**config.mk**
```make
export PLATFORM = sky130hd
export DESIGN_NAME = bram_port_arbiter
export DESIGN_NICKNAME = d
export VERILOG_FILES = /design/src/rtl/bram_arb_pkg.sv /design/src/rtl/bram_arb_rsp_pipe.sv /design/src/rtl/bram_port_arbiter.sv
export SDC_FILE = /design/constraint.sdc
export NUM_CORES = 1
export LEC_CHECK = 0
export CORE_AREA = 5 5 272 274
export CTS_CLUSTER_SIZE = 14
export DETAILED_ROUTE_END_ITERATION = 7
export DIE_AREA = 0 0 277 279
export GPL_ROUTABILITY_DRIVEN = 0
export PLACE_DENSITY = 0.48
export SLEW_MARGIN = 10
export SYNTH_ARGS = -nofsm -noshare
export SYNTH_HDL_FRONTEND = slang
export SYNTH_SLANG_ARGS = --single-unit
```
**constraint.sdc**
```tcl
create_clock -name clock -period 5.3 [get_ports clock]
set_clock_uncertainty 0.15 [all_clocks]
set_input_delay 0.795 -clock clock [delete_from_list [all_inputs] [get_ports clock]]
set_output_delay 0.795 -clock clock [all_outputs]
set_load 0.01 [all_outputs]
```
**src/rtl/bram_arb_pkg.sv**
```systemverilog
// Shared types for the BRAM port arbiter: default widths, FSM states,
// requester id and the per-requester request bundle.
package bram_arb_pkg;

    localparam int ADDR_W_DEF = 14;
    localparam int DATA_W_DEF = 128;

    typedef enum logic {
        IDLE  = 1'b0,
        BURST = 1'b1
    } arb_state_t;

    typedef logic req_id_t;

    // Sized to the default widths; narrower instances zero-extend into it.
    typedef struct packed {
        logic                  write;
        logic                  last;
        logic [ADDR_W_DEF-1:0] addr;
        logic [DATA_W_DEF-1:0] wdata;
    } bram_req_t;

    function automatic req_id_t other_id(input req_id_t id);
        return ~id;
    endfunction

endpackage

```
**src/rtl/bram_arb_rsp_pipe.sv**
```systemverilog
// Read-response tracker: delays {valid, id} of each accepted read by the
// BRAM read latency so it lines up with bram_dout.
module bram_arb_rsp_pipe #(
    parameter int DEPTH = 1
) (
    input  logic clock,
    input  logic reset,
    input  logic in_valid,
    input  logic in_id,
    output logic out_valid,
    output logic out_id
);

    logic valid_reg [DEPTH];
    logic id_reg    [DEPTH];

    always_ff @(posedge clock) begin
        if (reset) begin
            for (int i = 0; i < DEPTH; i++) begin
                valid_reg[i] <= 1'b0;
                id_reg[i]    <= 1'b0;
            end
        end else begin
            valid_reg[0] <= in_valid;
            id_reg[0]    <= in_id;
            for (int i = 1; i < DEPTH; i++) begin
                valid_reg[i] <= valid_reg[i-1];
                id_reg[i]    <= id_reg[i-1];
            end
        end
    end

    assign out_valid = valid_reg[DEPTH-1];
    assign out_id    = id_reg[DEPTH-1];

endmodule

```
**src/rtl/bram_port_arbiter.sv**
```systemverilog
// Two-requester round-robin arbiter with burst locking for one BRAM port;
// read data is returned to the issuer after the fixed BRAM read latency.
module bram_port_arbiter
    import bram_arb_pkg::*;
#(
    parameter int ADDR_W     = ADDR_W_DEF,
    parameter int DATA_W     = DATA_W_DEF,
    parameter int RD_LATENCY = 1
) (
    input  logic              clock,
    input  logic              reset,
    input  logic              req0_valid,
    output logic              req0_ready,
    input  logic              req0_write,
    input  logic              req0_last,
    input  logic [ADDR_W-1:0] req0_addr,
    input  logic [DATA_W-1:0] req0_wdata,
    input  logic              req1_valid,
    output logic              req1_ready,
    input  logic              req1_write,
    input  logic              req1_last,
    input  logic [ADDR_W-1:0] req1_addr,
    input  logic [DATA_W-1:0] req1_wdata,
    output logic              bram_en,
    output logic              bram_we,
    output logic [ADDR_W-1:0] bram_addr,
    output logic [DATA_W-1:0] bram_din,
    input  logic [DATA_W-1:0] bram_dout,
    output logic              rsp_valid,
    output logic              rsp_id,
    output logic [DATA_W-1:0] rsp_data,
    output logic              busy,
    output logic              grant_id
);

    bram_req_t   req [2];
    bram_req_t   win_req;
    logic [1:0]  valid;
    logic [1:0]  ready;

    arb_state_t  state_reg;
    req_id_t     owner_reg;
    req_id_t     favour_reg;
    req_id_t     grant_reg;
    logic        busy_reg;
    logic [ADDR_W-1:0] addr_hold_reg;
    logic [DATA_W-1:0] din_hold_reg;

    req_id_t     winner;
    logic        win_valid;
    logic        accept;
    logic        pipe_valid;
    logic        pipe_id;

    assign valid  = {req1_valid, req0_valid};
    assign req[0] = '{write: req0_write, last: req0_last,
                      addr: ADDR_W_DEF'(req0_addr), wdata: DATA_W_DEF'(req0_wdata)};
    assign req[1] = '{write: req1_write, last: req1_last,
                      addr: ADDR_W_DEF'(req1_addr), wdata: DATA_W_DEF'(req1_wdata)};

    // During a burst only the owner is considered; its valid alone decides.
    always_comb begin
        winner    = favour_reg;
        win_valid = 1'b0;
        if (state_reg == BURST) begin
            winner    = owner_reg;
            win_valid = valid[owner_reg];
        end else if (valid == 2'b11) begin
            winner    = favour_reg;
            win_valid = 1'b1;
        end else if (valid[0]) begin
            winner    = 1'b0;
            win_valid = 1'b1;
        end else if (valid[1]) begin
            winner    = 1'b1;
            win_valid = 1'b1;
        end
    end

    assign accept  = win_valid && !reset;
    assign win_req = req[winner];

    for (genvar gi = 0; gi < 2; gi++) begin : g_ready
        assign ready[gi] = accept && (winner == req_id_t'(gi));
    end

    assign req0_ready = ready[0];
    assign req1_ready = ready[1];

    assign bram_en   = accept;
    assign bram_we   = accept && win_req.write;
    assign bram_addr = accept ? win_req.addr[ADDR_W-1:0]  : addr_hold_reg;
    assign bram_din  = accept ? win_req.wdata[DATA_W-1:0] : din_hold_reg;

    always_ff @(posedge clock) begin
        if (reset) begin
            state_reg     <= IDLE;
            owner_reg     <= 1'b0;
            favour_reg    <= 1'b0;
            grant_reg     <= 1'b0;
            busy_reg      <= 1'b0;
            addr_hold_reg <= '0;
            din_hold_reg  <= '0;
        end else if (accept) begin
            favour_reg    <= other_id(winner);
            grant_reg     <= winner;
            owner_reg     <= winner;
            addr_hold_reg <= win_req.addr[ADDR_W-1:0];
            din_hold_reg  <= win_req.wdata[DATA_W-1:0];
            case (state_reg)
                IDLE: begin
                    if (!win_req.last) begin
                        state_reg <= BURST;
                        busy_reg  <= 1'b1;
                    end
                end
                BURST: begin
                    if (win_req.last) begin
                        state_reg <= IDLE;
                        busy_reg  <= 1'b0;
                    end
                end
                default: begin
                    state_reg <= IDLE;
                    busy_reg  <= 1'b0;
                end
            endcase
        end
    end

    assign busy     = busy_reg && !reset;
    assign grant_id = reset ? 1'b0 : (accept ? winner : grant_reg);

    bram_arb_rsp_pipe #(
        .DEPTH(RD_LATENCY)
    ) u_rsp_pipe (
        .clock    (clock),
        .reset    (reset),
        .in_valid (accept && !win_req.write),
        .in_id    (winner),
        .out_valid(pipe_valid),
        .out_id   (pipe_id)
    );

    // Responses in flight when reset rises are suppressed immediately.
    assign rsp_valid = pipe_valid && !reset;
    assign rsp_id    = pipe_id;
    assign rsp_data  = bram_dout;

endmodule

```
# Yosys cells after proc, flatten, opt, wreduce, memory -nomap -nowiden
# Memory sizes are Yosys's and may differ from the RTL's.
# Index checks and enable logic that the tools add are counted.
# totals
elab_cells	57
ramBits	2
out_inout_bits	278
regBits	147
inputBits	420
memories	2
# op_classes
bitwise_logic	3
reduce_logical	12
eq_ne	3
order_cmp	2
n_mux	28
# memory_table
memory	depth	word_bits	read_ports	rd_ports_with_merged_regs	wr	line	source
u_rsp_pipe.id_reg	1	1	1	0	1	bram_arb_rsp_pipe.sv:15	logic id_reg [DEPTH];
u_rsp_pipe.valid_reg	1	1	1	0	1	bram_arb_rsp_pipe.sv:14	logic valid_reg [DEPTH];
# ops
operator	n
144-bit two-way mux	3
128-bit two-way mux	1
1-bit two-way mux	22
14-bit two-way mux	1
1-bit logical AND	7
2-bit != test (second input constant)	2
3-bit AND reduction	1
2-bit == test (second input constant)	1
2-bit >= comparator (second input constant)	1
1-bit logical NOT	2
1-bit by 2-bit < comparator with 1-bit output (second input constant)	1
1-bit inverter	2
1-bit inverter with 2-bit output	1
1-bit case mux with 2 select lines	1
1-bit OR reduction	2

# Logic depth before layout (Yosys ltp)
# Gate-level depths: netlist of run 1.
# logic_depth
word_depth	11
ltp_mapped	7
ltp_nobuf	6

# By module
# Synthesis of run 1 repeated with hierarchy kept, for this count alone.
# hier_totals
hier_cells	1060
area_unflattened_um2	10009.6
# modules_own_cells
module	area_each_um2	seq_area_each_um2	cells_each	instances
bram_port_arbiter	9957.0	2942.8	1056	1
bram_arb_rsp_pipe	52.6	40.0	4	1

# Least setup slack after synthesis of run 1
# Ideal clock, no wire load.
# synth_path
kind	in2out
start	input port req0_valid
end	output port bram_din[100]
t_required_ns	4.355
setup_slack_ns	2.252
arrival_ns	2.103
cell_stages	7
n_path_buf	3
path_cell_list	nand2b_1 > a211o_1 > buf_2 > buf_6 > buf_6 > a32o_1 > o22a_1
# synth_between
elab_chain_cells	8
word_cells_on_any_way	15
cone_classes	eq/ne (1); mux (12); bitwise (1); reduce/logical (1)
# synth_lines
item	line	source
start, declared	bram_port_arbiter.sv:12	input logic req0_valid,
2-bit == test or 1-bit two-way mux (tied branches)	bram_port_arbiter.sv:68, bram_port_arbiter.sv:71	
1-bit two-way mux	bram_port_arbiter.sv:68	end else if (valid == 2'b11) begin
1-bit two-way mux	bram_port_arbiter.sv:65	if (state_reg == BURST) begin
1-bit inverter with 2-bit output (not written as such)	bram_port_arbiter.sv:81	assign win_req = req[winner];
144-bit two-way mux (not written as such) (3 in series)	bram_port_arbiter.sv:81	
128-bit two-way mux (*)	n/a	
end, declared	bram_port_arbiter.sv:27	output logic [DATA_W-1:0] bram_din,
# Mark *: on every way between the ends. The rest lies on a longest branch, timed or not. The select of a mux whose other input is x is not followed.

# Worst setup path after layout of run 1
# layout_path
start	input port req0_valid
end	output port bram_din[108]
# Same word-level chain as after synthesis.

==> impl_metrics.py, run 1 <==
metrics = {
    "run_status": {
        "status": "finished clean",
    },
    "worst_setup_path": {
        "slowest_delay_ps": 590,
        "arrival_ps": 3610,
        "critical_path.slowest_cell": "clkdlybuf4s50_1",
        "path_cells": "clkdlybuf4s50_1, nor2b_1, a211o_4, buf_4, a32o_1, o22a_1, clkdlybuf4s50_1",
        "critPathCaptureType": "output pin",
        "worstPathRequired_ps": 4360,
        "crit_path_max_fanout": 54,
        "crit_top_cell": "clkdlybuf4s50_1",
        "setup.worst_path.class": "input port to output pin",
        "critPathLaunchType": "input port",
    },
    "drt": {
        "drt-vias-per-instance": 4.46,
        "routedWlPerCell_um": 22.6,
        "dr.pass1.iters": 5,
        "routed_wl_um": 51000,
        "num_vias": 10100,
        "drc_errors": 0,
        "ant_nets": 0,
        "drt_iter0_drc": 494,
    },
    "final_layout": {
        "final_cell_mix": "clkdlybuf4s50_1 (439), dfxtp_1 (149), nand3b_1 (142), a32o_1 (142), o22a_1 (142)",
        "num-nets-final": 1712,
        "fill_cells": 7768,
        "final_common_cell": "clkdlybuf4s50_1",
        "multi_input_area_mm2": 0.00548,
        "area_delta_synth_final_pct": 49.3,
        "seq_area_mm2": 0.00298,
        "layout-drive-gt1-share": 0.0590,
        "largest_reg_flops": 128,
        "fin_cells": 2257,
    },
    "power": {
        "totalPowerFinal_mw": 4.19,
        "power_density_mw_per_mm2": 279,
        "ir_worst_vdd_mv": 0.175,
        "power.leakage_nw": 6.13,
    },
    "timing": {
        "max_freq_mhz": 219,
        "final.period_utilization": 0.860,
        "fin_crit_ps": 4560,
        "worst_slack_ps": 742,
        "hold_viol_final": 0,
        "timing.final.max_slew_violations": 0,
        "finalSetupTns_ps": 0,
        "hold_slack_ps": 344,
        "rsz0062_at_grt": "false",
        "worstMarginPinSlew_ps": 919,
        "setup_viol": 0,
        "max_slew_margin": 0.387,
    },
    "clock_network": {
        "tritoncts": "done",
        "clock-sinks": 149,
        "clock_latency_ps": 470,
        "cts_resized": 0,
        "ctsLongestPathBuffers": 2,
        "cts-buffers-inserted": 17,
        "postCtsSetupBuffers": 0,
        "clock-root-buffer": "clkbuf_16",
        "cts_hold_buffers": 0,
        "cts.reportedPaths.clkPinSlew_ps": 70,
        "cts_htree_levels": 4,
    },
    "yosys": {
        "yosys.area.top_type_share": 0.296,
        "synth_nets": 1488,
        "synth_cell_type_count": 34,
        "syn_avg_cell_area_um2": 9.43,
        "synthCells": 1068,
        "seq_area_frac_synth": 0.296,
        "synthTopCellsByArea": "dfxtp_1 (30%), a32o_1 (14%), o22a_1 (12%)",
        "yosysWarnings": 0,
        "yosys.area.top_type": "dfxtp_1",
        "netlist_area_mm2": 0.0101,
        "ys_seq_elements": 149,
    },
    "global_route": {
        "overflow": 0,
        "grt_start_max_net_pins": 98,
        "grt_pass1_wl_um": 72600,
        "antenna_found_initial": 4,
        "first_global_vias": 10400,
        "track_usage": 0.125,
    },
    "floorplan": {
        "std_cell_rows": 98,
        "dieArea_mm2": 0.0773,
        "io_pins": 698,
        "die_height_um": 279,
        "start_util": 0.142,
        "fp.dieW_um": 277,
        "core-area_mm2": 0.0711,
    },
    "placed_design": {
        "dp_hpwl_um": 37900,
        "pre_cts_ws_ps": 752,
        "dp.cells": 2223,
        "port_buffers": 441,
    },
    "job": {
        "max-cap-violations": 0,
    },
    "hold_path": {
        "min_path_type": "flip-flop to flip-flop",
    },
}
[power by group]
group / leakage [nW] / switching [mW] / internal (mW)
clock: 0.289 / 0.608 / 0.682
combinational: 4.62 / 0.737 / 0.877
sequential: 1.23 / 0.0599 / 1.22
total: 6.13 / 1.41 / 2.78
[cell type report]
class,count,area share
Clock buffer,18,0.0292
Timing Repair Buffer,477,0.316
Tap cell,950,0.0791
Antenna cell,2,0.000333
Sequential cell,149,0.198
Multi-Input combinational cell,641,0.364
Inverter,6,0.00216
Clock inverter,14,0.0106
[critical path, delay by kind of cell]
family | cells | cell delay (ps)
buf+inv | 3 | 1650
compound gates | 3 | 750
simple gates | 1 | 330
[cells by family after synthesis]
logic type      after synthesis  share of synthesized area
compound gates              416                      0.389
buf+inv                     278                      0.162
simple gates                223                      0.151
flops                       149                      0.296
mux                           2                    0.00211
[Yosys cell counts]
cell / count
buf_6: 7
clkbuf_1: 88
a311o_1: 1
o211a_1: 111
buf_2: 46
a2111oi_0: 2
mux2_2: 1
nand3b_1: 142
a21oi_1: 7
o211ai_1: 2
nor3b_1: 31
buf_4: 128
nor2b_1: 4
buf_1: 3
nand2b_1: 2
a211oi_1: 1
inv_1: 5
mux2i_1: 1
a31oi_1: 1
nor2_1: 34
dfxtp_1: 149
inv_2: 1
nor3_1: 2
nand3_1: 1
nand2_1: 4
and2_1: 1
a2111o_1: 1
and3_1: 1
a32o_1: 142
o22a_1: 142
nor4bb_1: 1
o21ai_0: 4
o22ai_1: 1
a211o_1: 1
[layer usage]
| layer | share of wire | routed length, um | GRT usage | vias up |
|---|---|---|---|---|
| li1 | - | - | - | 4564 |
| met1 | 0.36 | 18500 | 0.128 | 4900 |
| met2 | 0.49 | 25200 | 0.218 | 498 |
| met3 | 0.088 | 4460 | 0.0499 | 107 |
| met4 | 0.055 | 2830 | 0.0689 | 4 |
| met5 | 0.00078 | 40 | 0 | - |
[worst paths after layout]
kind	slack [ps]	cells past startpoint	startpoint	end
min	340	2	addr_hold_reg[12]$_SDFF_PP0_	addr_hold_reg[12]$_SDFF_PP0_
max reg2reg	2600	4	state_reg$_SDFFE_PP0P_	din_hold_reg[108]$_SDFF_PP0_
min reg2reg	340	2	addr_hold_reg[12]$_SDFF_PP0_	addr_hold_reg[12]$_SDFF_PP0_
max	740	7	req0_valid	bram_din[108]
[per-stage QoR]
stage | area [um2] | utilization
after global routing | 15000 | 0.211
after CTS | 15000 | 0.211
final | 15000 | 0.211
after floorplan | 10100 | -
after global placement | 14400 | 0.203
after detailed placement | 14400 | 0.203
Power figures use the tool's default switching activity.
==> run 2: changes to the inputs <==
Settings changed: GPL_TIMING_DRIVEN from default to 0, RECOVER_POWER from default to 50.
==> run 2 against run 1 <==
Compared with the run above:
- global-route usage rose by 2.7 points
- final area rose by 17%
- non-clock buffer count up 364
- flip-flop and latch count is the same
- die area unchanged
- first-iteration DRC count increased by 30%
- clock power barely moved
- cell count rose by 16%
- sequential power about the same
==> impl_metrics.py, run 2 (synthesized netlist as in run 1, its figures left out) <==
metrics = {
    "run_status": {
        "status": "finished clean",
    },
    "timing": {
        "max_freq_mhz": 195,
        "hold_slack_ps": 348,
        "worstMarginPinSlew_ps": 1240,
        "timing.final.max_slew_violations": 0,
        "setup_viol": 0,
        "hold_viol_final": 0,
        "finalSetupTns_ps": 0,
        "fin_crit_ps": 5140,
        "final.period_utilization": 0.970,
        "worst_slack_ps": 160,
        "max_slew_margin": 0.173,
        "rsz0062_at_grt": "false",
    },
    "worst_setup_path": {
        "worstPathRequired_ps": 4360,
        "crit_top_cell": "clkdlybuf4s50_1",
        "critical_path.slowest_cell": "clkbuf_1",
        "critPathCaptureType": "output pin",
        "setup.worst_path.class": "input port to output pin",
        "arrival_ps": 4190,
        "slowest_delay_ps": 810,
        "reg2regPathDepth": 7,
        "r2r_setup_slack_ps": 2220,
        "path_cells": "clkdlybuf4s50_1, nor2b_1, a211o_1, buf_2, clkbuf_1, a32o_1, o22a_1, clkdlybuf4s50_1",
        "critPathLaunchType": "input port",
        "crit_path_max_fanout": 10,
    },
    "clock_network": {
        "clock-sinks": 149,
        "clock-root-buffer": "clkbuf_16",
        "postCtsSetupBuffers": 0,
        "clock_latency_ps": 470,
        "cts_hold_buffers": 0,
        "ctsLongestPathBuffers": 2,
        "cts.reportedPaths.clkPinSlew_ps": 80,
        "cts_resized": 0,
        "cts-buffers-inserted": 17,
        "cts_htree_levels": 4,
        "tritoncts": "done",
    },
    "drt": {
        "num_vias": 11600,
        "routedWlPerCell_um": 23.7,
        "routed_wl_um": 62200,
        "ant_nets": 0,
        "drt_iter0_drc": 644,
        "dr.pass1.iters": 5,
        "drc_errors": 0,
        "drt-vias-per-instance": 4.44,
    },
    "global_route": {
        "first_global_vias": 12300,
        "overflow": 0,
        "grt_pass1_wl_um": 87100,
        "track_usage": 0.151,
        "grt_start_max_net_pins": 17,
        "antenna_found_initial": 8,
    },
    "floorplan": {
        "fp.dieW_um": 277,
        "dieArea_mm2": 0.0773,
        "core-area_mm2": 0.0711,
        "io_pins": 698,
        "std_cell_rows": 98,
        "start_util": 0.142,
        "die_height_um": 279,
    },
    "placed_design": {
        "port_buffers": 569,
        "dp_hpwl_um": 50700,
        "pre_cts_ws_ps": 150,
        "dp.cells": 2587,
        "placed_area_mm2": 0.0170,
    },
    "power": {
        "ir_worst_vdd_mv": 0.201,
        "p_int_mw": 2.92,
        "p_comb_frac": 0.430,
        "clock_power_share": 0.284,
        "totalPowerFinal_mw": 4.48,
        "power.switching_mw": 1.57,
        "switching_share": 0.350,
        "power_density_mw_per_mm2": 255,
        "sequentialPowerShare": 0.285,
        "power.leakage_nw": 7.40,
    },
    "job": {
        "max-cap-violations": 0,
    },
    "final_layout": {
        "fill_cells": 7637,
        "largest_reg_flops": 128,
        "fin_cells": 2623,
        "final_core_util": 0.247,
        "layout-drive-gt1-share": 0.125,
        "area_delta_synth_final_pct": 74.3,
        "fin_area_mm2": 0.0176,
        "final_cell_mix": "clkdlybuf4s50_1 (439), dfxtp_1 (149), nand3b_1 (142), a32o_1 (142), o22a_1 (142)",
        "num-nets-final": 2076,
        "final_common_cell": "clkdlybuf4s50_1",
    },
    "hold_path": {
        "hold_path_depth": 2,
        "min_path_type": "flip-flop to flip-flop",
    },
}
==> run 2: area by class of cell <==
class	count	area [um2]	area share
Antenna cell	4	10.0	0.000570
Buffer	272	1610	0.0915
Clock buffer	18	439	0.0250
Clock inverter	14	158	0.00898
Inverter	6	22.5	0.00128
Multi-Input combinational cell	641	5450	0.311
Sequential cell	149	2980	0.170
Tap cell	950	1190	0.0677
Timing Repair Buffer	569	5700	0.324
==> run 2: path summary, 6_finish.rpt <==
kind	startpoint	endpoint
setup / recovery	req0_valid	bram_din[107]
hold / removal	addr_hold_reg[10]$_SDFF_PP0_	addr_hold_reg[10]$_SDFF_PP0_
setup reg to reg	owner_reg$_SDFFE_PP0P_	din_hold_reg[104]$_SDFF_PP0_
hold reg to reg	addr_hold_reg[10]$_SDFF_PP0_	addr_hold_reg[10]$_SDFF_PP0_
==> run 2: critical path: cells and delay by family <==
kind | cells | cell delay (ps)
AO/OA/AOI/OAI | 3 | 630
buffers and inverters | 4 | 2460
AND/OR/NAND/NOR | 1 | 280
==> run 2: power by group through the flow <==
stage / registers [mW] / logic, mW / clock network, mW
floorplan: 1.29 / 0.937 / 0
finish: 1.28 / 1.93 / 1.28
global placement: 1.30 / 1.96 / 0
detailed placement: 1.30 / 1.97 / 0
global route: 1.29 / 2.05 / 1.38
CTS: 1.28 / 1.98 / 1.34
==> run 2: routing by layer <==
metal	GRT usage	share of wire	vias to the layer above
met5	0	0.00061	-
met4	0.0659	0.041	6
met3	0.0485	0.074	79
met2	0.267	0.50	546
met1	0.168	0.39	5706
li1	-	-	5308
